$ cat src/rtl/float_round_pack_pkg.sv
// Shared floating-point definitions for the multiplier datapath.
// Holds:
//   - the IEEE-754 single-precision exponent constants;
//   - the infinity and quiet-NaN field patterns;
//   - the 3-bit state encoding used by every sequencer in the datapath, so
//     that state traces decode the same way everywhere;
//   - a small helper that packs sign/exponent/fraction into a 32-bit word.
package float_pkg;

    localparam int          EXP_BIAS  = 127;
    localparam int          EXP_MAX   = 255;

    localparam logic [7:0]  INF_EXP   = 8'hFF;
    localparam logic [22:0] INF_FRAC  = 23'h000000;
    localparam logic [22:0] QNAN_FRAC = 23'h400000;

    typedef enum logic [2:0] {
        ST_IDLE  = 3'd0,
        ST_NORM  = 3'd1,
        ST_ROUND = 3'd2,
        ST_CHECK = 3'd3,
        ST_DONE  = 3'd4
    } state_e;

    function automatic logic [31:0] pack_fp(
        input logic        s,
        input logic [7:0]  e,
        input logic [22:0] f
    );
        return {s, e, f};
    endfunction

endpackage

$ cat src/rtl/float_round_pack_rne_round.sv
// Combinational round-to-nearest-even of a 24-bit significand.
// Ports:
//   sig_in      - 24-bit significand (hidden bit at bit 23)
//   g           - guard bit, the first bit below the significand LSB
//   s           - sticky bit, the OR of every bit below the guard
//   sig_out     - rounded significand; reads 1.0 (24'h800000) on carry-out
//   carry_out   - the round-up overflowed the significand
//                 (the exponent must be bumped by one)
//   inexact_out - some discarded bit was nonzero
module rne_round (
    input  logic [23:0] sig_in,
    input  logic        g,
    input  logic        s,
    output logic [23:0] sig_out,
    output logic        carry_out,
    output logic        inexact_out
);

    logic        round_up_s;
    logic [24:0] sum_s;

    // Increment on more than half an ULP, or on an exact half when the LSB is odd.
    always_comb begin
        round_up_s  = g & (s | sig_in[0]);
        sum_s       = {1'b0, sig_in} + {24'd0, round_up_s};
        carry_out   = sum_s[24];
        inexact_out = g | s;
        if (sum_s[24]) begin
            sig_out = 24'h800000;
        end else begin
            sig_out = sum_s[23:0];
        end
    end

endmodule

$ cat src/rtl/float_round_pack.sv
// Normalize, round (nearest-even) and pack stage of the floating-point
// multiplier.
// Ports:
//   CLK      - clock, rising edge
//   Reset    - asynchronous, active-low reset
//   Start    - request; sampled only in IDLE or DONE
//   Sign_in  - product sign
//   Exp_in   - signed biased exponent before normalization
//   Mant_in  - 48-bit significand product (bit 47 or bit 46 set)
//   Zero_in  - either operand is zero
//   Out      - packed single-precision result
//   DONE     - result valid
//   Over     - overflow; Out is signed infinity
//   Under    - underflow; Out is flushed to signed zero
//   Inexact  - a discarded bit was nonzero
//   Q        - current state
module float_round_pack
    import float_pkg::*;
#(
    parameter int EXP_W  = 10,
    parameter int MANT_W = 48
) (
    input  logic              CLK,
    input  logic              Reset,
    input  logic              Start,
    input  logic              Sign_in,
    input  logic [EXP_W-1:0]  Exp_in,
    input  logic [MANT_W-1:0] Mant_in,
    input  logic              Zero_in,
    output logic [31:0]       Out,
    output logic              DONE,
    output logic              Over,
    output logic              Under,
    output logic              Inexact,
    output logic [2:0]        Q
);

    localparam int MSB    = MANT_W - 1;
    localparam int SIG_LO = MANT_W - 25;
    localparam int G_BIT  = MANT_W - 26;

    localparam logic signed [EXP_W-1:0] EXP_ONE = EXP_W'(1);
    localparam logic signed [EXP_W-1:0] EXP_NIL = EXP_W'(0);
    localparam logic signed [EXP_W-1:0] EXP_TOP = EXP_W'(EXP_MAX);

    state_e                   state_r;
    state_e                   state_next_s;
    logic                     sign_r;
    logic signed [EXP_W-1:0]  exp_r;
    logic [MANT_W-1:0]        mant_r;
    logic                     sticky_r;
    logic [23:0]              sig_r;
    logic [31:0]              out_r;
    logic                     done_r;
    logic                     over_r;
    logic                     under_r;
    logic                     inexact_r;

    logic                     sticky_all_s;
    logic [23:0]              rne_sig_s;
    logic                     rne_carry_s;
    logic                     rne_inexact_s;

    assign sticky_all_s = (|mant_r[G_BIT-1:0]) | sticky_r;

    rne_round u_rne (
        .sig_in      (mant_r[MANT_W-2:SIG_LO]),
        .g           (mant_r[G_BIT]),
        .s           (sticky_all_s),
        .sig_out     (rne_sig_s),
        .carry_out   (rne_carry_s),
        .inexact_out (rne_inexact_s)
    );

    // State register.
    always_ff @(posedge CLK or negedge Reset) begin
        if (!Reset) begin
            state_r <= ST_IDLE;
        end else begin
            state_r <= state_next_s;
        end
    end

    // Next-state logic: Start is honoured only while idle or holding a result.
    always_comb begin
        state_next_s = state_r;
        case (state_r)
            ST_IDLE, ST_DONE: begin
                if (Start) begin
                    state_next_s = Zero_in ? ST_DONE : ST_NORM;
                end else begin
                    state_next_s = state_r;
                end
            end
            ST_NORM:  state_next_s = ST_ROUND;
            ST_ROUND: state_next_s = ST_CHECK;
            ST_CHECK: state_next_s = ST_DONE;
            default:  state_next_s = ST_IDLE;
        endcase
    end

    // Datapath: latch operands, normalize, round, then range-check and pack.
    always_ff @(posedge CLK or negedge Reset) begin
        if (!Reset) begin
            sign_r    <= 1'b0;
            exp_r     <= EXP_NIL;
            mant_r    <= {MANT_W{1'b0}};
            sticky_r  <= 1'b0;
            sig_r     <= 24'd0;
            out_r     <= 32'd0;
            done_r    <= 1'b0;
            over_r    <= 1'b0;
            under_r   <= 1'b0;
            inexact_r <= 1'b0;
        end else begin
            done_r <= (state_next_s == ST_DONE);
            case (state_r)
                ST_IDLE, ST_DONE: begin
                    if (Start) begin
                        sign_r    <= Sign_in;
                        exp_r     <= $signed(Exp_in);
                        mant_r    <= Mant_in;
                        sticky_r  <= 1'b0;
                        over_r    <= 1'b0;
                        under_r   <= 1'b0;
                        inexact_r <= 1'b0;
                        if (Zero_in) begin
                            out_r <= pack_fp(Sign_in, 8'h00, 23'h000000);
                        end
                    end
                end
                ST_NORM: begin
                    // A product in [2,4) carries its leading one at the top bit.
                    if (mant_r[MSB]) begin
                        mant_r   <= {1'b0, mant_r[MSB:1]};
                        exp_r    <= exp_r + EXP_ONE;
                        sticky_r <= sticky_r | mant_r[0];
                    end
                end
                ST_ROUND: begin
                    sig_r     <= rne_sig_s;
                    exp_r     <= exp_r + (rne_carry_s ? EXP_ONE : EXP_NIL);
                    inexact_r <= rne_inexact_s;
                end
                ST_CHECK: begin
                    if (exp_r >= EXP_TOP) begin
                        out_r  <= pack_fp(sign_r, INF_EXP, INF_FRAC);
                        over_r <= 1'b1;
                    end else if ((exp_r <= EXP_NIL) || !sig_r[23]) begin
                        // A significand without its hidden bit has no normal
                        // encoding; it is flushed like any tiny result.
                        out_r   <= pack_fp(sign_r, 8'h00, 23'h000000);
                        under_r <= 1'b1;
                    end else begin
                        out_r <= pack_fp(sign_r, exp_r[7:0], sig_r[22:0]);
                    end
                end
                default: begin
                    out_r <= out_r;
                end
            endcase
        end
    end

    assign Out     = out_r;
    assign DONE    = done_r;
    assign Over    = over_r;
    assign Under   = under_r;
    assign Inexact = inexact_r;
    assign Q       = state_r;

endmodule

$ cat config.mk
export PLATFORM = sky130hd
export DESIGN_NAME = float_round_pack
export DESIGN_NICKNAME = d
export VERILOG_FILES = /design/src/rtl/float_round_pack_pkg.sv /design/src/rtl/float_round_pack_rne_round.sv /design/src/rtl/float_round_pack.sv
export SDC_FILE = /design/constraint.sdc
export NUM_CORES = 1
export LEC_CHECK = 0
export CORE_MARGIN = 2
export CORE_UTILIZATION = 45
export DETAILED_ROUTE_END_ITERATION = 8
export PLACE_DENSITY = 0.72
export SETUP_SLACK_MARGIN = 0.1
export SLEW_MARGIN = 15
export SYNTH_ARGS = -nofsm -noshare
export SYNTH_HDL_FRONTEND = slang
export SYNTH_HIERARCHICAL = 1
export SYNTH_SLANG_ARGS = --single-unit
$ cat constraint.sdc
create_clock -name CLK -period 3.2 [get_ports CLK]
set_clock_uncertainty 0.2 [all_clocks]
set_input_delay 0.48 -clock CLK [delete_from_list [all_inputs] [get_ports CLK]]
set_output_delay 0.48 -clock CLK [all_outputs]
set_load 0.02 [all_outputs]
==> results.md <==
- The run finished with clean final reports.
- For this run, design rule violations remaining after detail routing come to 0.
- The tree is rooted in a sky130_fd_sc_hd__clkbuf_16.
- Counting flops and latches in the post-synthesis netlist gives 123.
- At the end of routability-driven placement, the weighted congestion stood at 0.835.
- The Yosys step of the flow raised 6 warnings.
- The total buffers and inverters traversed by the critical path is 0.
- Of the total power, the share spent switching nets is 34.2%.
- Counting every instance in the synthesized netlist gives 540.
- The library cell with the highest instance count after synthesis is sky130_fd_sc_hd__dfrtp_1.
- The power dissipated by switching net loads is 2.67 mW.
- The highest-delay cell along the critical path is sky130_fd_sc_hd__dfrtp_1.
- The filler cells instantiated in the layout total 1,073.
- The count of routing violations after the opening detailed-route iteration is 302.
- After synthesis the cells add up to 6000 um^2.
- The clock tree from TritonCTS is done.
- OpenSTA, run right after detailed placement, puts the worst setup slack at 0.0441 ns.
- The synthesis-to-finish area growth is 34.5%.
- VDD sags by at most 0.384 mV.
- The portion of total power attributed to combinational logic is 34.3%.
- The synthesized netlist contains 59 unique library cells.
- The biggest fanout along the worst timing path is 4.
- After routing the design area is 8070 um^2.
- After layout, the worst path uses 94.2% of the clock period.
- The number of antenna diodes in the final layout is 0.
- Broken down by cell family, the worst path's largest delay share belongs to simple AND/OR/NAND/NOR gates.
- The cell accounting for the most synthesized area is sky130_fd_sc_hd__dfrtp_1.
- Entering global routing, the biggest net connects 58 pins.
- The effective utilization at floorplan is 45.7%.
- The required time of the worst setup path is 3.30 ns.
- The dominant synthesized flop cell is sky130_fd_sc_hd__dfrtp_1.
- The worst setup path is launched from a register.
- Setup repair after global routing could not meet its margin everywhere.
- The number of maximum-capacitance violations is 0.
- For this run, the top clock speed supported by timing is 0.332 GHz.
- The clock network fraction of total power is 29.3%.
- The total number of H-tree levels is 4.
- The total setup violations reported at the end of the flow is 0.
- After global routing the overflow that remains totals 0.
- The number of clock sinks seen by CTS is 123.
- The clock insertion delay at the later pin of the skew report is 0.42 ns.
- Internal power comes to 5.15 mW.
- The sort of element at the end of the critical path is a register.
- By area the synthesized netlist is led by sky130_fd_sc_hd__dfrtp_1 (51%), sky130_fd_sc_hd__mux2i_1 (8.7%), sky130_fd_sc_hd__mux2_2 (5.1%), sky130_fd_sc_hd__o21ai_0 (4.8%), sky130_fd_sc_hd__nand2_1 (4.3%).
- Counting every net in the synthesized netlist gives 607.
- The longest individual stage delay on the worst path is 0.40 ns.
- The cell leakage power is 3.40 nW.
- Across every metal layer, demand over resource in global routing totals 20.5%.
- The remaining antenna violation count after routing is 0.
- The clock transition at the registers of the reported paths is 0.06 ns.
- The first global-routing pass estimated 22.8 mm of wire.
- The worst setup margin is 0.186 ns.
- The largest buffer count on any clock path is 2.
- The count of nets after finishing is 713.
- Measured against its own limit, the worst slew margin works out to 57.8%.
- The synthesized area divided by synthesized cell count is 11.1 um^2.
- Buffers inserted during clock tree synthesis total 17.
- The measured slew at the worst slew-check pin is 0.632 ns.
- Buffers placed on the I/O ports in this run total 101.
- The signal on the critical path passes through nor4_2 > and4_1 > nand3_2 > o21a_1 > ha_2 > nand4_1 > nand2b_4 > nor4_4 > nand2b_4 > ha_4 > ha_4 > and3_4 > nand4_1 > a21oi_2 > o22a_1.
- The fraction of synthesized cell area taken by the top area cell type is 51.3%.
- The minimum clock period is 3.01 ns.
- The final hold violation count is 0.
- The post-synthesis async set-or-reset flop share is 100%.
- The path class of the tightest hold or removal check is reg2reg.
- Dividing the detail-routed wire length by the instance count gives 16.7 um.
- In this run the count of I/O pins placed on the die edge is 102.
- The power per standard cell area is 970 nW/um^2.
- The vias after detailed routing is 4,533.
- Summing the sequential cell areas from Yosys gives 51.3% of the chip area.
- The commonest cells after synthesis are sky130_fd_sc_hd__dfrtp_1 (123), sky130_fd_sc_hd__nand2_1 (69), sky130_fd_sc_hd__o21ai_0 (58).
- The via-per-instance ratio is 5.43.
- The number of enable flip-flop cells after synthesis is 0.
- The final wirelength is 14.0 mm.
- The overall power consumption is 7.82 mW.
- In this run the cell area measured after placement is 7250 um^2.
- The number of pins with negative max-slew slack in the final report is 0.
- The share of power burned in registers is 36.4%.
- The placeable core region is 13,100 um^2.
- The die covers 14,300 um^2.
- The floorplan has 42 rows.
- The detailed placement HPWL is 9.62 mm.
- The die boundary height is 119 um.
- The number of antenna violations at the first check in global routing was 0.
- The critical path in this run is classified as reg2reg.
- Summed over all failing endpoints, the final setup total negative slack is 0 ns.
- The layout cell share with drive strength beyond 1 is 17.8%.
- Data arrives at the worst endpoint at 3.12 ns.
- The floorplan die width is 119 um.
- The number of global-route vias before repair is 4,546.
- The first-pass iteration count of the detailed router is 4.
layout by cell type (no fill, tap or decap), types with 3 or more instances in the layout:
cell                              count
sky130_fd_sc_hd__a21oi_1              9
sky130_fd_sc_hd__a221o_1              7
sky130_fd_sc_hd__a22o_1              20
sky130_fd_sc_hd__a22o_2               3
sky130_fd_sc_hd__and3_1               7
sky130_fd_sc_hd__and4_4               3
sky130_fd_sc_hd__buf_12               3
sky130_fd_sc_hd__buf_4               19
sky130_fd_sc_hd__bufinv_16            7
sky130_fd_sc_hd__clkbuf_16           17
sky130_fd_sc_hd__clkbuf_8             4
sky130_fd_sc_hd__clkdlybuf4s50_1    100
sky130_fd_sc_hd__dfrtp_1            123
sky130_fd_sc_hd__mux2_2              25
sky130_fd_sc_hd__mux2i_1             52
sky130_fd_sc_hd__nand2_1             69
sky130_fd_sc_hd__nand3_1              8
sky130_fd_sc_hd__nand3_2              3
sky130_fd_sc_hd__nand4_1              8
sky130_fd_sc_hd__nor2_1              14
sky130_fd_sc_hd__nor3_1               5
sky130_fd_sc_hd__nor3b_2              4
sky130_fd_sc_hd__nor4_1               5
sky130_fd_sc_hd__o21ai_0             57
sky130_fd_sc_hd__o22a_1               6
sky130_fd_sc_hd__o31ai_1              4
sky130_fd_sc_hd__or3_1                3
sky130_fd_sc_hd__xnor2_1              9
sky130_fd_sc_hd__xor2_1              11
registers in the layout (all words and copies together), names as in the netlist:
name      count
DONE          1
Under         1
exp_r        10
sig_r        24
Out          32
sign_r        1
Q             3
Over          1
mant_r       48
sticky_r      1
Inexact       1
power by group through the flow:
stage	Clock (mW)	Sequential (mW)	Combinational, mW
finish	2.29	2.85	2.68
global route	2.41	2.95	2.95
CTS	2.32	2.84	2.65
detailed placement	0	2.87	2.58
global placement	0	2.82	2.50
floorplan	0	2.77	1.78
metrics by stage:
step	hold WS [ns]	cells	utilization (%)
CTS	0.277	833	61.0
global route	0.308	835	61.4
global placement	0.257	796	55.2
finish	0.274	835	61.4
detailed placement	0.263	796	55.2
floorplan	-0.0156	540	-
final cells by class:
type	count	area (um^2)	share of cell area, %
clock buffers	21	480	5.96
multi-input cells	380	2830	35.1
flip-flops and latches	123	3080	38.2
clock inverters	11	236	2.93
well taps	176	220	2.73
inverters	1	3.75	0.0465
repair buffers	123	1210	15.0
routing by layer:
layer / wire, um / global-route usage (%) / vias up
li1: - / - / 2187
met1: 6470 / 27.1 / 2217
met2: 6700 / 32.8 / 111
met3: 577 / 4.69 / 18
met4: 203 / 8.46 / 0
met5: 0 / 0 / -
cell families after synthesis:
| logic type | after synthesis | share of synthesized area (%) |
|---|---|---|
| flops | 123 | 51.3 |
| fa+ha+maj | 4 | 0.834 |
| xor+xnor | 20 | 2.92 |
| buf+inv | 37 | 3.30 |
| compound gates | 119 | 13.1 |
| mux | 79 | 13.7 |
| simple gates | 158 | 14.8 |
path summary, 6_finish.rpt:
check | to | startpoint | slack, ns | cells after the start
max | exp_r[8] | mant_r[0] | 0.19 | 15
min reg2reg | sign_r | sign_r | 0.27 | 2
min | sign_r | sign_r | 0.27 | 2
min in group asynchronous | Out[10] | Reset | 0.43 | 2
max reg2reg | exp_r[8] | mant_r[0] | 0.19 | 15
max in group asynchronous | mant_r[41] | Reset | 1.63 | 3
worst min-delay path, cell delays in order, from the launching register on:
cell,delay [ns]
sky130_fd_sc_hd__dfrtp_1,0.34
sky130_fd_sc_hd__nand2_1,0.05
sky130_fd_sc_hd__nand2_1,0.05
timing repair:
item | in CTS | in global routing
setup endpoints to repair | 3 | 7
buffers inserted | 4 | 2
gates resized for setup | 2 | 7
endpoints found under the hold margin | 46 | 0
hold buffers | 1 | 0
pin swaps | 3 | 4
(Power assumes the default switching activity.)
